$ cat config.mk
export PLATFORM = sky130hd
export DESIGN_NAME = aes_stream_adapter
export DESIGN_NICKNAME = d
export VERILOG_FILES = /design/src/rtl/aes_stream_adapter_pkg.sv /design/src/rtl/aes_stream_adapter.sv
export SDC_FILE = /design/constraint.sdc
export NUM_CORES = 1
export LEC_CHECK = 0
export ABC_AREA = 1
export ABC_CLOCK_PERIOD_IN_PS = 3300
export CAP_MARGIN = 5
export CORE_UTILIZATION = 45
export DETAILED_ROUTE_END_ITERATION = 16
export PLACE_DENSITY = 0.75
export SLEW_MARGIN = 0
export SYNTH_ARGS = -nofsm -noshare
export SYNTH_HDL_FRONTEND = slang
export SYNTH_SLANG_ARGS = --single-unit
$ cat constraint.sdc
create_clock -name AES_clk -period 3.3 [get_ports AES_clk]
set_clock_uncertainty 0.2 [all_clocks]
set_input_delay 0.495 -clock AES_clk [delete_from_list [all_inputs] [get_ports AES_clk]]
set_output_delay 0.495 -clock AES_clk [all_outputs]
set_load 0.01 [all_outputs]
$ cat src/rtl/aes_stream_adapter_pkg.sv
// ----------------------------------------------------------------------------
// aes_stream_pkg
// Shared definitions for the AES stream adapter: the FSM state type, the
// word/block geometry and a helper that maps a word slot number onto the bit
// offset of that word inside a 128-bit block (slot 0 is the most significant
// word, bits [127:96]).
// ----------------------------------------------------------------------------
package aes_stream_pkg;

   localparam int WORD_W          = 32;
   localparam int WORDS_PER_BLOCK = 4;
   localparam int BLOCK_W         = WORD_W * WORDS_PER_BLOCK;

   typedef enum logic [1:0] {
      IDLE  = 2'd0,
      LOAD  = 2'd1,
      RUN   = 2'd2,
      DRAIN = 2'd3
   } state_t;

   // Slot 0 lands in the top word of the block, slot 3 in the bottom word,
   // so the first word of a stream group is always the most significant.
   function automatic int slotLsb(input logic [1:0] idx);
      return (WORDS_PER_BLOCK - 1 - int'(idx)) * WORD_W;
   endfunction

endpackage

$ cat src/rtl/aes_stream_adapter.sv
// ----------------------------------------------------------------------------
// aes_stream_adapter
// Wraps the AES core with a 32-bit valid/ready input stream and a 32-bit
// valid/ready output stream. Key and data words are gathered into 128-bit
// registers, the core is enabled until it reports a result (or a timeout
// expires), and the captured result is streamed back out MSW first.
//
// Ports:
//   AES_clk            clock, rising edge
//   AES_rst_n          asynchronous active-low reset
//   s_valid/s_ready    input word handshake
//   s_data             input word, first word of a group is bits [127:96]
//   s_key              1 = key word, 0 = data word
//   aes_en             enable to the core, high for the whole RUN phase
//   aes_data_in        128-bit plaintext to the core
//   aes_key_in         128-bit key to the core
//   aes_data_out       128-bit result from the core
//   aes_data_out_valid result strobe from the core
//   m_valid/m_ready    output word handshake
//   m_data             output word, MSW first
//   m_last             marks the 4th output word
//   err                one-cycle pulse on timeout or protocol error
// ----------------------------------------------------------------------------
module aes_stream_adapter
   import aes_stream_pkg::*;
#(
   parameter int TIMEOUT_CYCLES = 64,
   parameter int TO_W           = 8
) (
   input  logic                AES_clk,
   input  logic                AES_rst_n,
   input  logic                s_valid,
   output logic                s_ready,
   input  logic [WORD_W-1:0]   s_data,
   input  logic                s_key,
   output logic                aes_en,
   output logic [BLOCK_W-1:0]  aes_data_in,
   output logic [BLOCK_W-1:0]  aes_key_in,
   input  logic [BLOCK_W-1:0]  aes_data_out,
   input  logic                aes_data_out_valid,
   output logic                m_valid,
   input  logic                m_ready,
   output logic [WORD_W-1:0]   m_data,
   output logic                m_last,
   output logic                err
);

   state_t              r_state;
   state_t              w_nextState;

   logic [1:0]          r_keyCnt;
   logic [1:0]          r_dataCnt;
   logic [1:0]          r_outCnt;
   logic [TO_W-1:0]     r_toCnt;
   logic [BLOCK_W-1:0]  r_key;
   logic [BLOCK_W-1:0]  r_data;
   logic [BLOCK_W-1:0]  r_result;
   logic                r_err;

   logic                w_sHs;
   logic                w_mHs;
   logic                w_keyAccept;
   logic                w_keyReject;
   logic                w_dataWord;
   logic                w_lastData;
   logic                w_capture;
   logic                w_timeout;
   logic                w_lastOut;

   // Handshake and event decode shared by the FSM and the datapath. A key
   // word is only legal at a block boundary (no data words gathered yet);
   // otherwise it is swallowed and flagged. A result strobe that coincides
   // with the final timeout cycle counts as a result, not a timeout.
   always_comb begin
      w_sHs       = s_valid & s_ready;
      w_mHs       = m_valid & m_ready;
      w_keyAccept = w_sHs & s_key & (r_dataCnt == 2'd0);
      w_keyReject = w_sHs & s_key & (r_dataCnt != 2'd0);
      w_dataWord  = w_sHs & ~s_key;
      w_lastData  = w_dataWord & (r_dataCnt == 2'd3);
      w_capture   = (r_state == RUN) & aes_data_out_valid;
      w_timeout   = (r_state == RUN) & ~aes_data_out_valid &
                    (r_toCnt == TO_W'(TIMEOUT_CYCLES - 1));
      w_lastOut   = w_mHs & (r_outCnt == 2'd3);
   end

   // State register. Reset parks the FSM in IDLE so every state-derived
   // output drops the moment reset is asserted.
   always_ff @(posedge AES_clk or negedge AES_rst_n) begin
      if (!AES_rst_n) begin
         r_state <= IDLE;
      end else begin
         r_state <= w_nextState;
      end
   end

   // Next-state logic. IDLE only exists to hold s_ready low until the first
   // clock edge after reset release.
   always_comb begin
      w_nextState = r_state;
      unique case (r_state)
         IDLE:    w_nextState = LOAD;
         LOAD:    if (w_lastData) w_nextState = RUN;
         RUN: begin
            if (w_capture)      w_nextState = DRAIN;
            else if (w_timeout) w_nextState = LOAD;
         end
         DRAIN:   if (w_lastOut) w_nextState = LOAD;
         default: w_nextState = IDLE;
      endcase
   end

   // Output decode. Everything the stream sides see is derived from the
   // registered state and counters, so nothing glitches with the inputs.
   always_comb begin
      s_ready     = (r_state == LOAD);
      aes_en      = (r_state == RUN);
      m_valid     = (r_state == DRAIN);
      m_last      = (r_state == DRAIN) && (r_outCnt == 2'd3);
      m_data      = r_result[slotLsb(r_outCnt) +: WORD_W];
      aes_data_in = r_data;
      aes_key_in  = r_key;
      err         = r_err;
   end

   // Datapath: word packing into the key/data blocks, result capture, the
   // saturating RUN watchdog and the output word pointer. The timeout path
   // keeps the key but throws away the half-used plaintext.
   always_ff @(posedge AES_clk or negedge AES_rst_n) begin
      if (!AES_rst_n) begin
         r_keyCnt  <= 2'd0;
         r_dataCnt <= 2'd0;
         r_outCnt  <= 2'd0;
         r_toCnt   <= '0;
         r_key     <= '0;
         r_data    <= '0;
         r_result  <= '0;
         r_err     <= 1'b0;
      end else begin
         r_err <= w_keyReject | w_timeout;

         if (w_keyAccept) begin
            r_key[slotLsb(r_keyCnt) +: WORD_W] <= s_data;
            r_keyCnt <= r_keyCnt + 2'd1;
         end

         if (w_dataWord) begin
            r_data[slotLsb(r_dataCnt) +: WORD_W] <= s_data;
            r_dataCnt <= r_dataCnt + 2'd1;
         end

         if (w_capture) begin
            r_result <= aes_data_out;
            r_toCnt  <= '0;
         end else if (w_timeout) begin
            r_data    <= '0;
            r_keyCnt  <= 2'd0;
            r_dataCnt <= 2'd0;
            r_outCnt  <= 2'd0;
            r_toCnt   <= '0;
         end else if ((r_state == RUN) && (r_toCnt != {TO_W{1'b1}})) begin
            r_toCnt <= r_toCnt + 1'b1;
         end

         if (w_mHs) begin
            r_outCnt <= r_outCnt + 2'd1;
         end
      end
   end

endmodule

==> metrics.txt <==
status finished clean; most common cell after layout, fill and taps aside nand2_1; first-pass GRT wire length 91.3 mm; startpoint types flip-flop; Worst Max-Slew Pin Slew 1.03 ns; cell area after layout 24200 um2; syn_area_per_cell approximately 8.5 um2; most frequent cells in the layout nand2_1 (790), clkdlybuf4s50_1 (457), dfrtp_1 (400); Unique masters post-synth 30; Top FF cell, synth dfrtp_1; Syn Nets 2271; cell area after synthesis 17700 um2; via count 16300; Fillers 3323; vias per cell approximately 5.4; Placement Rows 72; CORE AREA 38700 um2; total gr overflow 0; Relative slew margins 31.1%; GP Congestion 0.887; cell accounting for the most synthesized area dfrtp_1; number of synthesized flops with an enable pin 0; Routed Antenna Nets 0; TritonCTS buffer count 43; H-tree depth 2; CTS max path bufs 3; CP required 2.60 ns; IO buf count 458; Hold Crit Class input port to async pin; slowest stage cell, crit path clkdlybuf4s50_1; worst-case vdd ir drop 0.629 mV; Final Power roughly 22 mW; Initial DRT Pass Iterations 8; number of max-cap violations 0; DP HPWL 40.3 mm; Starting DRT DRC Count roughly 1200; Syn. warnings 0; M1 GR Usage 37.1%; CTS clock-pin slew for the worst setup and hold paths 0.06 ns; CTS Root Cell clkbuf_16; Area after DPL about 23000 um2; initial antenna violation count 3; IO Count 459; Post-Route WL 59.1 mm; Hold Vio Cnt, Final 0; Place WS 0.636 ns; area occupied by multi-input gates 6750 um2; fin nets 2669; Sink Count 401; pin count of the biggest net entering global routing 134; die area 40200 um2; Ant. Diodes 0; leakage 11.1 nW; Final setup viols 0; die height 201 um; vias in the first global route about 16000; CP Class flip-flop to output pin; fin util between 60% and 70%; synth top area cells dfrtp_1 (57%), nand2_1 (17%), o31ai_1 (5.3%), nor2_1 (4.2%), o21ai_0 (4.1%); pwr dens between 900 and 1000 nW/um2; final setup margin 0.116 ns; slowest stage delay, CP 0.60 ns; Seq/Total Area, Yosys 56.6%; CTS tree yes; area fraction of the dominant cell type after synthesis between 50% and 60%; Skew-Pair Late Insertion Delay 0.58 ns; Async SR Flop Fraction 100%; Critical Path Fanout Max 32; initial core utilization a little under half; Area Overhead vs Synth 36.2%; fin crit share roughly 96%; nature of the critical path endpoint output pin; Reg area 10000 um2; share of layout cells above drive strength 1 under 10%; #FFs+latches synth 401; met3 global-route usage around 8.3%; drc violations 0; fmax 314 MHz; CP Cell Sequence inv_1, buf_12, o21ai_0, o22ai_1, clkdlybuf4s50_1; Arrival @ worst endpoint 2.49 ns; Tmin final between 3 and 4 ns; drt wl/cell 19.4 um; width of the die 201 um; Mapped Cells 2090; GRT Total Usage 29.2%; Max Transition Viols Final 0; GR Util met2 between 40% and 50%; gr busiest metal met2
-- cells by family (layout without fill, tap and decap cells) --
family                     count (synthesis)  count (layout)  synth area share (%)
DFF                                      401             401                  56.6
AOI/OAI and AO/OA                        383             383                  12.8
and+or+nand+nor                         1077            1077                  24.0
xor gates and xnor gates                   2               2                0.0988
adders and majority gates                 15              15                  1.06
buffers and inverters                    212             644                  5.49
-- layout make-up --
class | count | area share (%)
sequential | 401 | 41.5
timing repair buffer | 495 | 20.9
clock buffer | 65 | 5.38
inverter | 70 | 1.09
clock inverter | 14 | 0.523
multi-input combinational | 1477 | 27.9
tap | 518 | 2.68
-- stage by stage --
stage	hold slack, ns	setup TNS (ns)	cells
3_5_place_dp	0.260	0	2960
5_1_grt	0.258	-0.0137	3040
2_1_floorplan	-0.000591	0	2090
3_3_place_gp	0.256	0	2960
4_1_cts	0.229	0	3040
6_report	0.255	0	3040
-- metal layers --
layer	share of wire, %	wire length, um
met3	9.6	5700
met1	40	23400
met5	0.052	31
met4	5.1	3020
met2	46	27000
-- flip-flops by register name, indices dropped and copies added (netlist names) --
signal / count
err: 1
aes_key_in: 128
r_result: 128
r_dataCnt: 2
r_toCnt: 8
r_state: 2
r_keyCnt: 2
r_outCnt: 2
aes_data_in: 128
-- cell usage after synthesis, drive strengths merged (14+ instances only) --
master / instances
nand3: 61
o22ai: 32
dfrtp: 401
ha: 15
nor2: 205
nand2: 796
o31ai: 126
nand4: 14
clkbuf: 71
o21ai: 157
inv: 67
a21oi: 67
buf: 71
-- path summary, 6_finish.rpt --
kind | startpoint | end | slack, ns | cells after the start
setup / recovery | r_outCnt[1] | m_data[7] | 0.12 | 5
min in group AES_clk | aes_data_out[114] | r_result[114] | 0.26 | 3
max in group asynchronous | AES_rst_n | r_result[3] | 1.72 | 3
setup reg to reg | r_keyCnt[1] | aes_key_in[104] | 0.63 | 5
hold reg to reg | r_result[54] | r_result[54] | 0.27 | 2
hold / removal | AES_rst_n | aes_key_in[118] | 0.26 | 2
-- what timing repair did --
action | CTS | global route
setup buffers | 0 | 0
resized for setup | 0 | 2
endpoints found under the hold margin | 76 | 0
setup endpoints to repair | 0 | 8
hold buffers | 1 | 0
-- where the power goes --
| group | switching, mW | internal [mW] |
|---|---|---|
| clock network | 2.02 | 2.81 |
| logic | 5.37 | 4.15 |
| registers | 1.15 | 6.73 |
-- critical path: cells and delay by family, from the launching register on --
family,cells,cell delay (ns)
AO/OA/AOI/OAI,2,0.35
buffers and inverters,3,0.98
flip-flops,1,0.58
Power figures use the tool's default switching activity.
